**src/rtl/vga_timing_gen_if.sv**
```systemverilog
// Video timing bundle: colour in from the pixel source, sync/blanked colour
// and position/strobe outputs toward the DAC and the pixel source.
`timescale 1ns/1ps
interface vga_timing_gen_if #(
  parameter int CW = 10
);
  logic [3:0]    pix_r;
  logic [3:0]    pix_g;
  logic [3:0]    pix_b;
  logic          HS;
  logic          VS;
  logic [3:0]    R;
  logic [3:0]    G;
  logic [3:0]    B;
  logic          active;
  logic [CW-1:0] x;
  logic [CW-1:0] y;
  logic          pix_tick;
  logic          frame_start;

  modport master (
    input  pix_r, pix_g, pix_b,
    output HS, VS, R, G, B, active, x, y, pix_tick, frame_start
  );

  modport slave (
    output pix_r, pix_g, pix_b,
    input  HS, VS, R, G, B, active, x, y, pix_tick, frame_start
  );
endinterface

```
**src/rtl/vga_timing_gen.sv**
```systemverilog
// VGA timing generator: clock prescaler, horizontal/vertical counters and
// registered sync, blanking, coordinate and frame-start outputs.
`timescale 1ns/1ps
module vga_timing_gen #(
  parameter int CLK_DIV  = 4,
  parameter int H_ACTIVE = 640,
  parameter int H_FP     = 16,
  parameter int H_SYNC   = 96,
  parameter int H_BP     = 48,
  parameter int V_ACTIVE = 480,
  parameter int V_FP     = 10,
  parameter int V_SYNC   = 2,
  parameter int V_BP     = 33,
  parameter bit HS_POL   = 1'b0,
  parameter bit VS_POL   = 1'b0,
  parameter int CW       = 10
) (
  input  logic                clk,
  input  logic                rst_n,
  input  logic                en,
  vga_timing_gen_if.master    vid
);

  localparam int H_TOTAL = H_ACTIVE + H_FP + H_SYNC + H_BP;
  localparam int V_TOTAL = V_ACTIVE + V_FP + V_SYNC + V_BP;

  localparam logic [3:0]    DIV_LAST = 4'(CLK_DIV - 1);
  localparam logic [CW-1:0] H_LAST   = CW'(H_TOTAL - 1);
  localparam logic [CW-1:0] V_LAST   = CW'(V_TOTAL - 1);
  localparam logic [CW-1:0] ONE      = CW'(1);

  // Region bounds are one bit wider so an end bound equal to 2^CW still fits.
  localparam logic [CW:0] H_ACT_END = (CW+1)'(H_ACTIVE);
  localparam logic [CW:0] HS_BEG    = (CW+1)'(H_ACTIVE + H_FP);
  localparam logic [CW:0] HS_END    = (CW+1)'(H_ACTIVE + H_FP + H_SYNC);
  localparam logic [CW:0] V_ACT_END = (CW+1)'(V_ACTIVE);
  localparam logic [CW:0] VS_BEG    = (CW+1)'(V_ACTIVE + V_FP);
  localparam logic [CW:0] VS_END    = (CW+1)'(V_ACTIVE + V_FP + V_SYNC);

  logic [3:0]    div_q, div_d;
  logic [CW-1:0] h_q, h_d;
  logic [CW-1:0] v_q, v_d;
  logic          wrap_q, wrap_d;
  logic          hs_q, hs_d;
  logic          vs_q, vs_d;
  logic          act_q, act_d;
  logic [CW-1:0] x_q, x_d;
  logic [CW-1:0] y_q, y_d;
  logic [11:0]   rgb_q, rgb_d;
  logic          fs_q, fs_d;
  logic          tick;

  // Pixel strobe: last prescaler phase while running; forced low in reset.
  always_comb begin
    tick = rst_n & en & (div_q == DIV_LAST);
  end

  // Prescaler and raster counters; wrap_d marks the edge that returns to 0,0.
  always_comb begin
    div_d  = div_q;
    h_d    = h_q;
    v_d    = v_q;
    wrap_d = wrap_q;
    if (en) begin
      div_d  = (div_q == DIV_LAST) ? '0 : div_q + 4'd1;
      wrap_d = 1'b0;
      if (tick) begin
        if (h_q == H_LAST) begin
          h_d = '0;
          if (v_q == V_LAST) begin
            v_d    = '0;
            wrap_d = 1'b1;
          end else begin
            v_d = v_q + ONE;
          end
        end else begin
          h_d = h_q + ONE;
        end
      end
    end
  end

  // Output decode from the current counters, registered one clk later;
  // frame_start fires on the update that follows the 0,0 wrap.
  always_comb begin
    hs_d  = hs_q;
    vs_d  = vs_q;
    act_d = act_q;
    x_d   = x_q;
    y_d   = y_q;
    rgb_d = rgb_q;
    fs_d  = 1'b0;
    if (en) begin
      hs_d  = ({1'b0, h_q} >= HS_BEG && {1'b0, h_q} < HS_END) ? HS_POL : ~HS_POL;
      vs_d  = ({1'b0, v_q} >= VS_BEG && {1'b0, v_q} < VS_END) ? VS_POL : ~VS_POL;
      act_d = ({1'b0, h_q} < H_ACT_END) && ({1'b0, v_q} < V_ACT_END);
      x_d   = act_d ? h_q : '0;
      y_d   = act_d ? v_q : '0;
      rgb_d = act_d ? {vid.pix_r, vid.pix_g, vid.pix_b} : '0;
      fs_d  = wrap_q;
    end
  end

  // State registers with asynchronous clear.
  always_ff @(posedge clk or negedge rst_n) begin
    if (!rst_n) begin
      div_q  <= '0;
      h_q    <= '0;
      v_q    <= '0;
      wrap_q <= 1'b0;
      hs_q   <= ~HS_POL;
      vs_q   <= ~VS_POL;
      act_q  <= 1'b0;
      x_q    <= '0;
      y_q    <= '0;
      rgb_q  <= '0;
      fs_q   <= 1'b0;
    end else begin
      div_q  <= div_d;
      h_q    <= h_d;
      v_q    <= v_d;
      wrap_q <= wrap_d;
      hs_q   <= hs_d;
      vs_q   <= vs_d;
      act_q  <= act_d;
      x_q    <= x_d;
      y_q    <= y_d;
      rgb_q  <= rgb_d;
      fs_q   <= fs_d;
    end
  end

  assign vid.HS          = hs_q;
  assign vid.VS          = vs_q;
  assign vid.R           = rgb_q[11:8];
  assign vid.G           = rgb_q[7:4];
  assign vid.B           = rgb_q[3:0];
  assign vid.active      = act_q;
  assign vid.x           = x_q;
  assign vid.y           = y_q;
  assign vid.pix_tick    = tick;
  // Gated so a pulse registered just before a pause never shows while paused.
  assign vid.frame_start = fs_q & en;

endmodule

```
**src/flat_wrapper.sv**
```systemverilog
// flat-port wrapper written by rule: the top's interface ports become plain ports
module vga_timing_gen_flat 
#(
  parameter int CLK_DIV  = 4,
  parameter int H_ACTIVE = 640,
  parameter int H_FP     = 16,
  parameter int H_SYNC   = 96,
  parameter int H_BP     = 48,
  parameter int V_ACTIVE = 480,
  parameter int V_FP     = 10,
  parameter int V_SYNC   = 2,
  parameter int V_BP     = 33,
  parameter bit HS_POL   = 1'b0,
  parameter bit VS_POL   = 1'b0,
  parameter int CW       = 10
)
  (clk, rst_n, en, vid_pix_r, vid_pix_g, vid_pix_b, vid_HS, vid_VS, vid_R, vid_G, vid_B, vid_active, vid_x, vid_y, vid_pix_tick, vid_frame_start);
  vga_timing_gen_if #(.CW(CW)) vid_i ();
  input  logic clk;
  input  logic rst_n;
  input  logic en;
  input wire logic [$bits(vid_i.pix_r)-1:0] vid_pix_r;
  input wire logic [$bits(vid_i.pix_g)-1:0] vid_pix_g;
  input wire logic [$bits(vid_i.pix_b)-1:0] vid_pix_b;
  output wire logic [$bits(vid_i.HS)-1:0] vid_HS;
  output wire logic [$bits(vid_i.VS)-1:0] vid_VS;
  output wire logic [$bits(vid_i.R)-1:0] vid_R;
  output wire logic [$bits(vid_i.G)-1:0] vid_G;
  output wire logic [$bits(vid_i.B)-1:0] vid_B;
  output wire logic [$bits(vid_i.active)-1:0] vid_active;
  output wire logic [$bits(vid_i.x)-1:0] vid_x;
  output wire logic [$bits(vid_i.y)-1:0] vid_y;
  output wire logic [$bits(vid_i.pix_tick)-1:0] vid_pix_tick;
  output wire logic [$bits(vid_i.frame_start)-1:0] vid_frame_start;
  assign vid_i.pix_r = vid_pix_r;
  assign vid_i.pix_g = vid_pix_g;
  assign vid_i.pix_b = vid_pix_b;
  assign vid_HS = vid_i.HS;
  assign vid_VS = vid_i.VS;
  assign vid_R = vid_i.R;
  assign vid_G = vid_i.G;
  assign vid_B = vid_i.B;
  assign vid_active = vid_i.active;
  assign vid_x = vid_i.x;
  assign vid_y = vid_i.y;
  assign vid_pix_tick = vid_i.pix_tick;
  assign vid_frame_start = vid_i.frame_start;
  vga_timing_gen #(.CLK_DIV(CLK_DIV), .H_ACTIVE(H_ACTIVE), .H_FP(H_FP), .H_SYNC(H_SYNC), .H_BP(H_BP), .V_ACTIVE(V_ACTIVE), .V_FP(V_FP), .V_SYNC(V_SYNC), .V_BP(V_BP), .HS_POL(HS_POL), .VS_POL(VS_POL), .CW(CW)) u_core (.clk(clk), .rst_n(rst_n), .en(en), .vid(vid_i));
endmodule
```
**config.mk**
```make
export PLATFORM = sky130hd
export DESIGN_NAME = vga_timing_gen_flat
export DESIGN_NICKNAME = d
export VERILOG_FILES = /design/src/rtl/vga_timing_gen_if.sv /design/src/rtl/vga_timing_gen.sv /design/src/flat_wrapper.sv
export SDC_FILE = /design/constraint.sdc
export NUM_CORES = 1
export LEC_CHECK = 0
export CORE_AREA = 2 2 87 89
export DETAILED_ROUTE_END_ITERATION = 8
export DIE_AREA = 0 0 89 91
export PLACE_DENSITY = 0.64
export SLEW_MARGIN = 10
export SYNTH_ARGS = -nofsm -noshare
export SYNTH_HDL_FRONTEND = slang
export SYNTH_SLANG_ARGS = --single-unit
```
**constraint.sdc**
```tcl
create_clock -name clk -period 2 [get_ports clk]
set_input_delay 0.4 -clock clk [delete_from_list [all_inputs] [get_ports clk]]
set_output_delay 0.4 -clock clk [all_outputs]
set_load 0.01 [all_outputs]
```
==> results of run 1 <==
==> worst paths after layout <==
check                             startpoint  depth (start not counted)  slack (ns)                 to
max                          u_core.div_q[0]                          5        0.13       vid_pix_tick
min                                    rst_n                          2        0.40      u_core.h_q[0]
max reg2reg                    u_core.v_q[1]                          6        0.18      u_core.v_q[4]
min reg2reg                u_core.vid.active                          1        0.48  u_core.vid.active
max in group asynchronous              rst_n                          3        0.67      u_core.v_q[3]
min in group clk           u_core.vid.active                          1        0.48  u_core.vid.active
==> flip-flops by register name, indices dropped and copies added, names as in the netlist, 4 cells and up <==
register / flops
u_core.rgb_q: 12
u_core.h_q: 10
u_core.v_q: 10
u_core.vid.x: 10
u_core.vid.y: 10
u_core.div_q: 4
==> final cells by class <==
cell class	count	area, um2	share of cell area
Clock buffer	10	127.6	0.03459
Tap cell	99	123.9	0.03357
Clock inverter	6	111.4	0.03018
Multi-Input combinational cell	145	1086	0.2943
Timing Repair Buffer	69	678.2	0.1838
Sequential cell	61	1529	0.4144
Inverter	9	33.78	0.009156
==> critical path: cells and delay by family (launching register included) <==
kind,cells,cell delay [ns]
adder cells (fa/ha/maj),1,0.19
buffers and inverters,2,0.19
flip-flops,1,0.38
AND/OR/NAND/NOR,2,0.38
==> layout by cell type (no fill, tap or decap), drive strengths merged, types with 4 or more instances in the layout <==
cell / n
inv: 9
nand4: 8
a22o: 31
ha: 5
nor4: 4
and3: 7
o21ai: 7
xnor2: 8
nor2: 12
nand2: 13
dfrtp: 59
nand3: 9
a31oi: 4
clkdlybuf4s50: 48
buf: 19
clkbuf: 10
nor3: 5
==> metal layers <==
metal,global-route usage,wire length (um),up-vias
li1,-,-,975
met2,0.2220,2743,69
met4,0.07463,124,0
met3,0.03455,353,10
met5,0,0,-
met1,0.2125,2739,996
==> stage by stage <==
stage / util / area (um2) / total power, W
3_3_place_gp: 0.4781 / 3412 / 0.001914
3_5_place_dp: 0.4781 / 3412 / 0.001931
2_1_floorplan: - / 2780 / 0.001686
4_1_cts: 0.5146 / 3672 / 0.003254
5_1_grt: 0.5170 / 3690 / 0.003397
6_report: 0.5170 / 3690 / 0.003248
==> logic make-up (layout without fill, tap and decap cells) <==
kind of cell,count (synthesis),after routing,synth area share
simple gates,75,75,0.1733
flops,61,61,0.5500
compound gates,50,50,0.1400
buf+inv,26,94,0.06255
xor+xnor,11,11,0.03466
fa+ha+maj,5,5,0.02250
mux,4,4,0.01710
==> power groups by stage <==
stage                     Sequential (W)  Clock, W  Combinational [W]
after global placement           0.00146         0           0.000454
after detailed placement         0.00146         0           0.000466
final                            0.00144   0.00131           0.000495
after global routing             0.00146   0.00139           0.000544
after CTS                        0.00144   0.00134           0.000471
after floorplan                  0.00146         0           0.000223
==> timing repair <==
| item | in CTS | in global routing |
|---|---|---|
| buffers inserted | 1 | 2 |
| gates resized for setup | 5 | 4 |
| hold buffers | 1 | 0 |
| pin swaps | 1 | 3 |
| endpoints found under the setup margin | 2 | 1 |
| endpoints found under the hold margin | 2 | 0 |
==> summary.md, run 1 <==
| Metric | Value |
|---|---|
| Sequential group share of total power | 0.444 |
| Crit-path slowest cell | dfrtp_1 |
| Die H | slightly above 90 um |
| Number of synthesized flops with an enable pin | 0 |
| Drt first pass iters | 4 |
| Clk pwr share | 0.403 |
| Req. time, crit path | between 1.5 and 2 ns |
| Total wire length | 5960 um |
| Share of cells above drive strength 1 | 0.1767 |
| CP arrival | 1.47 ns |
| IO Pins | 52 |
| Vias post-DR | 2050 |
| Status | finished clean |
| GRT Total Usage | 0.1524 |
| Total negative slack | 0 ns |
| Async S/R FF share, synth | 1.000 |
| Max_slew headroom | 0.5133 |
| Avg Cell Area, Syn | 11.98 um2 |
| Crit start category | register |
| Post-layout min period | 1.870 ns |
| Sequential element share of the synthesized area | 0.5500 |
| Worst hold path type | primary input to asynchronous set/reset pin |
| RSZ-0062 raised after global routing | false |
| P_int | 0.002457 W |
| Number of global-route vias before repair | around 2000 |
| Slew @ Worst Pin | around 0.73 ns |
| Die W | between 80 and 90 um |
| Synth warnings | 0 |
| Post-synth top area cell | dfrtp_1 |
| Global route overflow | 0 |
| Vias per cell | 5.138 |
| Pre-CTS setup slack | -0.2457 ns |
| ANT cells | 0 |
| Cts bufs inserted | 9 |
| Layout fillers | between 600 and 700 |
| Synth area leaders | dfrtp_1, a22o_1, buf_6, xnor2_1, ha_1 |
| Fmax | 0.5347 GHz |
| Pwr/cell area | 880.4 nW/um2 |
| Final worst slack | 0.1300 ns |
| Clock transition at path regs | 0.07 ns |
| Drt drc | 0 |
| NumNets Final | 315 |
| DPL Wire Length | 3844 um |
| Leak | 1.656 nW |
| Global-route wire length before repair | roughly 9500 um |
| GPL Wtd Cong | ~0.84 |
| CP Class | register to output port |
| Initial antenna violation count | 0 |
| Post-Syn Instances | 232 |
| Num rows | 31 |
| CP max FO | 2 |
| Clk_lat worst skew | 0.34 ns |
| Max-cap violations | 0 |
| Top FF cell, synth | dfrtp_1 |
| CTS Buffer Depth | 2 |
| VDD IR max | approximately 0.42 mV |
| Logic pwr share | 0.152 |
| Part of the cycle the worst path needs | 0.9350 |
| Final Non-Filler Cells | 399 |
| Final ANT Viol Nets | 0 |
| Sw Share | 0.2435 |
| Initial core utilization | 0.3896 |
| CTS HTree Levels | 3 |
| Post-synth top cells | dfrtp_1, a22o_1, nand2_1 |
| Crit-path max cell delay | around 0.38 ns |
| Placed cells | ~380 |
| Most numerous cell in the Yosys netlist | dfrtp_1 |
| Clock Sinks | 61 |
| Number of port buffers | 51 |
| Die area | approximately 8000 um2 |
| # setup viols final | 0 |
| Synthesized area | 2780 um2 |
| Fin Hold WS | 0.3996 ns |
| Starting DRT DRC Count | 113 |
| Psw | 0.0007910 W |
| Core region area | about 7100 um2 |
| Largest net degree at the start of global routing | 60 |
| Post-DR wirelength/cell | between 10 and 15 um |
| Cell variety after synth | between 40 and 50 |
| Final Max Tran Viols | 0 |
| Cell breakdown of the critical path | ha_2, nor4bb_2, nand2_1, inv_2, buf_2 |
| Yosys top cell area share | 0.5311 |
| Layout area overhead | 32.72% |
| TritonCTS clock tree | built |
| CTS root buf | clkbuf_8 |
| CP Capture Type | output port |
| Worst Skew | 0.005898 ns |
| FF+latch count, synth | 61 |
| Mapped Nets | 252 |
| Fin. Hold Viols | 0 |
No activity file was read; power rests on OpenSTA's default activity.
==> inputs of run 2 (changes only) <==
- CTS_CLUSTER_DIAMETER: default -> 150
==> results of run 2 <==
The final DEF is identical to that of run 1; final timing and power are the same.
==> inputs of run 3 (changes only) <==
- clock period: 2 -> 1.9 ns (I/O delays scaled with it)
==> run 3 against run 2 <==
Net effect:
- global-route usage increased by 0.97 points
- sequential share of layout area decreased by 0.80 points
- flip-flop and latch count unchanged
- combinational power increased by 9.3%
- design area increased by 2.0%
- clock power increased by 9%
- power increased by 7.1%
- critical endpoint is now u_core.v_q[6]
- largest cell class unchanged
==> summary.md, run 3 (synthesis gave the netlist of run 1 again) <==
| Metric | Value |
|---|---|
| TritonCTS clock tree | built |
| Psw | 0.0008152 W (+3.1%) |
| Commonest non-fill, non-tap cell in the layout | dfrtp_1 |
| Req. time, crit path | 2.13 ns (+0.53 ns) |
| Crit start category | primary input |
| P_int | 0.002664 W (+8.4%) |
| Slew @ Worst Pin | 0.4660 ns (-0.2641 ns) |
| ANT cells | 0 (unchanged) |
| Final Max Tran Viols | 0 (unchanged) |
| Pwr/cell area | 924.7 nW/um2 (+5.0%) |
| Global route overflow | 0 (unchanged) |
| Largest net degree at the start of global routing | 34 (-43%) |
| Initial core utilization | 0.3896 (unchanged) |
| FF+latch area | 1529 um2 (unchanged) |
| Die H | 91 um (unchanged) |
| Worst Skew | 0.003899 ns (-0.001999 ns) |
| Post-DR wirelength/cell | 14.46 um (-3.2%) |
| Drt drc | 0 (unchanged) |
| Die W | 89 um (unchanged) |
| Number of global-route vias before repair | 2057 (+5.3%) |
| Leak | 1.715 nW (+3.6%) |
| # setup viols final | 0 (unchanged) |
| Total wire length | 5869 um (-1.5%) |
| Final Non-Filler Cells | 406 (+1.8%) |
| NumNets Final | 323 (+2.5%) |
| Share of cells above drive strength 1 | 0.2020 (+0.02529) |
| CTS root buf | clkbuf_8 |
| Max_slew headroom | 0.6864 (+0.1732) |
| CP max FO | 7 (+5) |
| Final ANT Viol Nets | 0 (unchanged) |
| Clk_lat worst skew | 0.34 ns (about the same) |
| Num rows | 31 (unchanged) |
| Sw Share | 0.2343 (-0.009204) |
| Clock transition at path regs | 0.07 ns (about the same) |
| Cts bufs inserted | 9 (unchanged) |
| Worst hold path type | primary input to asynchronous set/reset pin |
| Fin Hold WS | 0.3873 ns (-0.01225 ns) |
| Clock Sinks | 61 (unchanged) |
| Status | finished clean |
| Post-layout min period | 1.821 ns |
| Area of the multi-input gates | 1101 um2 (+1.4%) |
| CP Class | primary input to register |
| Part of the cycle the worst path needs | 0.9584 |
| Worst reg2reg path depth | 7 (+1) |
| Fin. Hold Viols | 0 (unchanged) |
| CP arrival | 2.05 ns (+0.58 ns) |
| Layout area overhead | 35.33% |
| Sequential group share of total power | 0.435 (-0.009) |
| Fmax | 0.5492 GHz |
| Initial antenna violation count | 0 (unchanged) |
| Die area | 8099 um2 (unchanged) |
| GPL Wtd Cong | 0.8140 (-3.0%) |
| Max-cap violations | 0 (unchanged) |
| VDD IR max | 0.4585 mV (+8.0%) |
| CTS HTree Levels | 3 (unchanged) |
| CP Capture Type | register |
| Clk pwr share | 0.410 (+0.007) |
| Number of port buffers | 51 (unchanged) |
| RSZ-0062 raised after global routing | false |
| Max reg flops | 12 (unchanged) |
| Most frequent cells in the layout | dfrtp_1, clkdlybuf4s50_1, a22o_1 |
| Layout fillers | 639 (-0.78%) |
| Largest Register | u_core.rgb_q |
| IO Pins | 52 (unchanged) |
| Global-route wire length before repair | 10020 um (+4.9%) |
| DPL Wire Length | 3945 um (+2.6%) |
| Drt first pass iters | 4 (unchanged) |
| Starting DRT DRC Count | 125 (+11%) |
| Placed cells | 388 (+2.4%) |
| Vias per cell | 5.030 (-2.1%) |
| Vias post-DR | 2042 (-0.39%) |
| GRT Total Usage | 0.1622 (+0.009748) |
| Core region area | 7137 um2 (unchanged) |
| Logic pwr share | 0.155 (+0.003) |
| CTS Buffer Depth | 2 (unchanged) |
run 3: final cells by class:
cell class | count | area share
sequential | 61 | 0.4064
multi-input combinational | 145 | 0.2927
timing repair buffer | 77 | 0.1935
clock buffer | 11 | 0.04024
tap | 99 | 0.03292
clock inverter | 4 | 0.02527
inverter | 9 | 0.008979
run 3: worst paths after layout:
check	slack [ns]	startpoint	to
worst max-delay path	0.08	rst_n	u_core.v_q[6]
min in group clk	0.48	u_core.vid.active	u_core.vid.active
worst min-delay path	0.39	rst_n	u_core.h_q[1]
max in group asynchronous	0.90	rst_n	u_core.vid.x[9]
worst min register to register	0.48	u_core.vid.active	u_core.vid.active
worst max register to register	0.09	u_core.div_q[0]	u_core.v_q[6]
run 3: timing repair:
action,in CTS,in global routing
resized for setup,6,6
endpoints found under the setup margin,2,4
hold buffers,1,0
endpoints found under the hold margin,1,0
buffers inserted,1,1
pin swaps,0,3
run 3: metal layers:
metal | global-route usage | wire [um] | vias up
met3 | 0.04636 | 289 | 10
met2 | 0.2295 | 2610 | 56
met4 | 0.08333 | 131 | 0
li1 | - | - | 986
met5 | 0 | 0 | -
met1 | 0.2242 | 2838 | 990
run 3: worst max-delay path, stage by stage:
cell	delay, ns
dlygate4sd3_1	0.52
buf_2	0.18
nand2_1	0.13
buf_4	0.16
buf_4	0.14
nor3_1	0.20
mux2_2	0.36
run 3: through the flow:
step | cell area [um2] | TNS, ns | worst slack, ns | util | power [W]
2_1_floorplan | 2780 | 0 | 0.2491 | - | 0.001775
3_3_place_gp | 3467 | -1.579 | -0.3194 | 0.4858 | 0.002047
3_5_place_dp | 3467 | -1.553 | -0.3263 | 0.4858 | 0.002065
4_1_cts | 3741 | -0.07965 | -0.07965 | 0.5242 | 0.003515
5_1_grt | 3762 | 0 | 0.001741 | 0.5272 | 0.003656
6_report | 3762 | 0 | 0.07901 | 0.5272 | 0.003479
run 3: power by group through the flow:
stage | clock network, W | registers, W | logic, W
after global routing | 0.00152 | 0.00153 | 0.000607
after floorplan | 0 | 0.00154 | 0.000235
after detailed placement | 0 | 0.00153 | 0.000530
final | 0.00143 | 0.00151 | 0.000541
after global placement | 0 | 0.00153 | 0.000514
after CTS | 0.00146 | 0.00151 | 0.000540
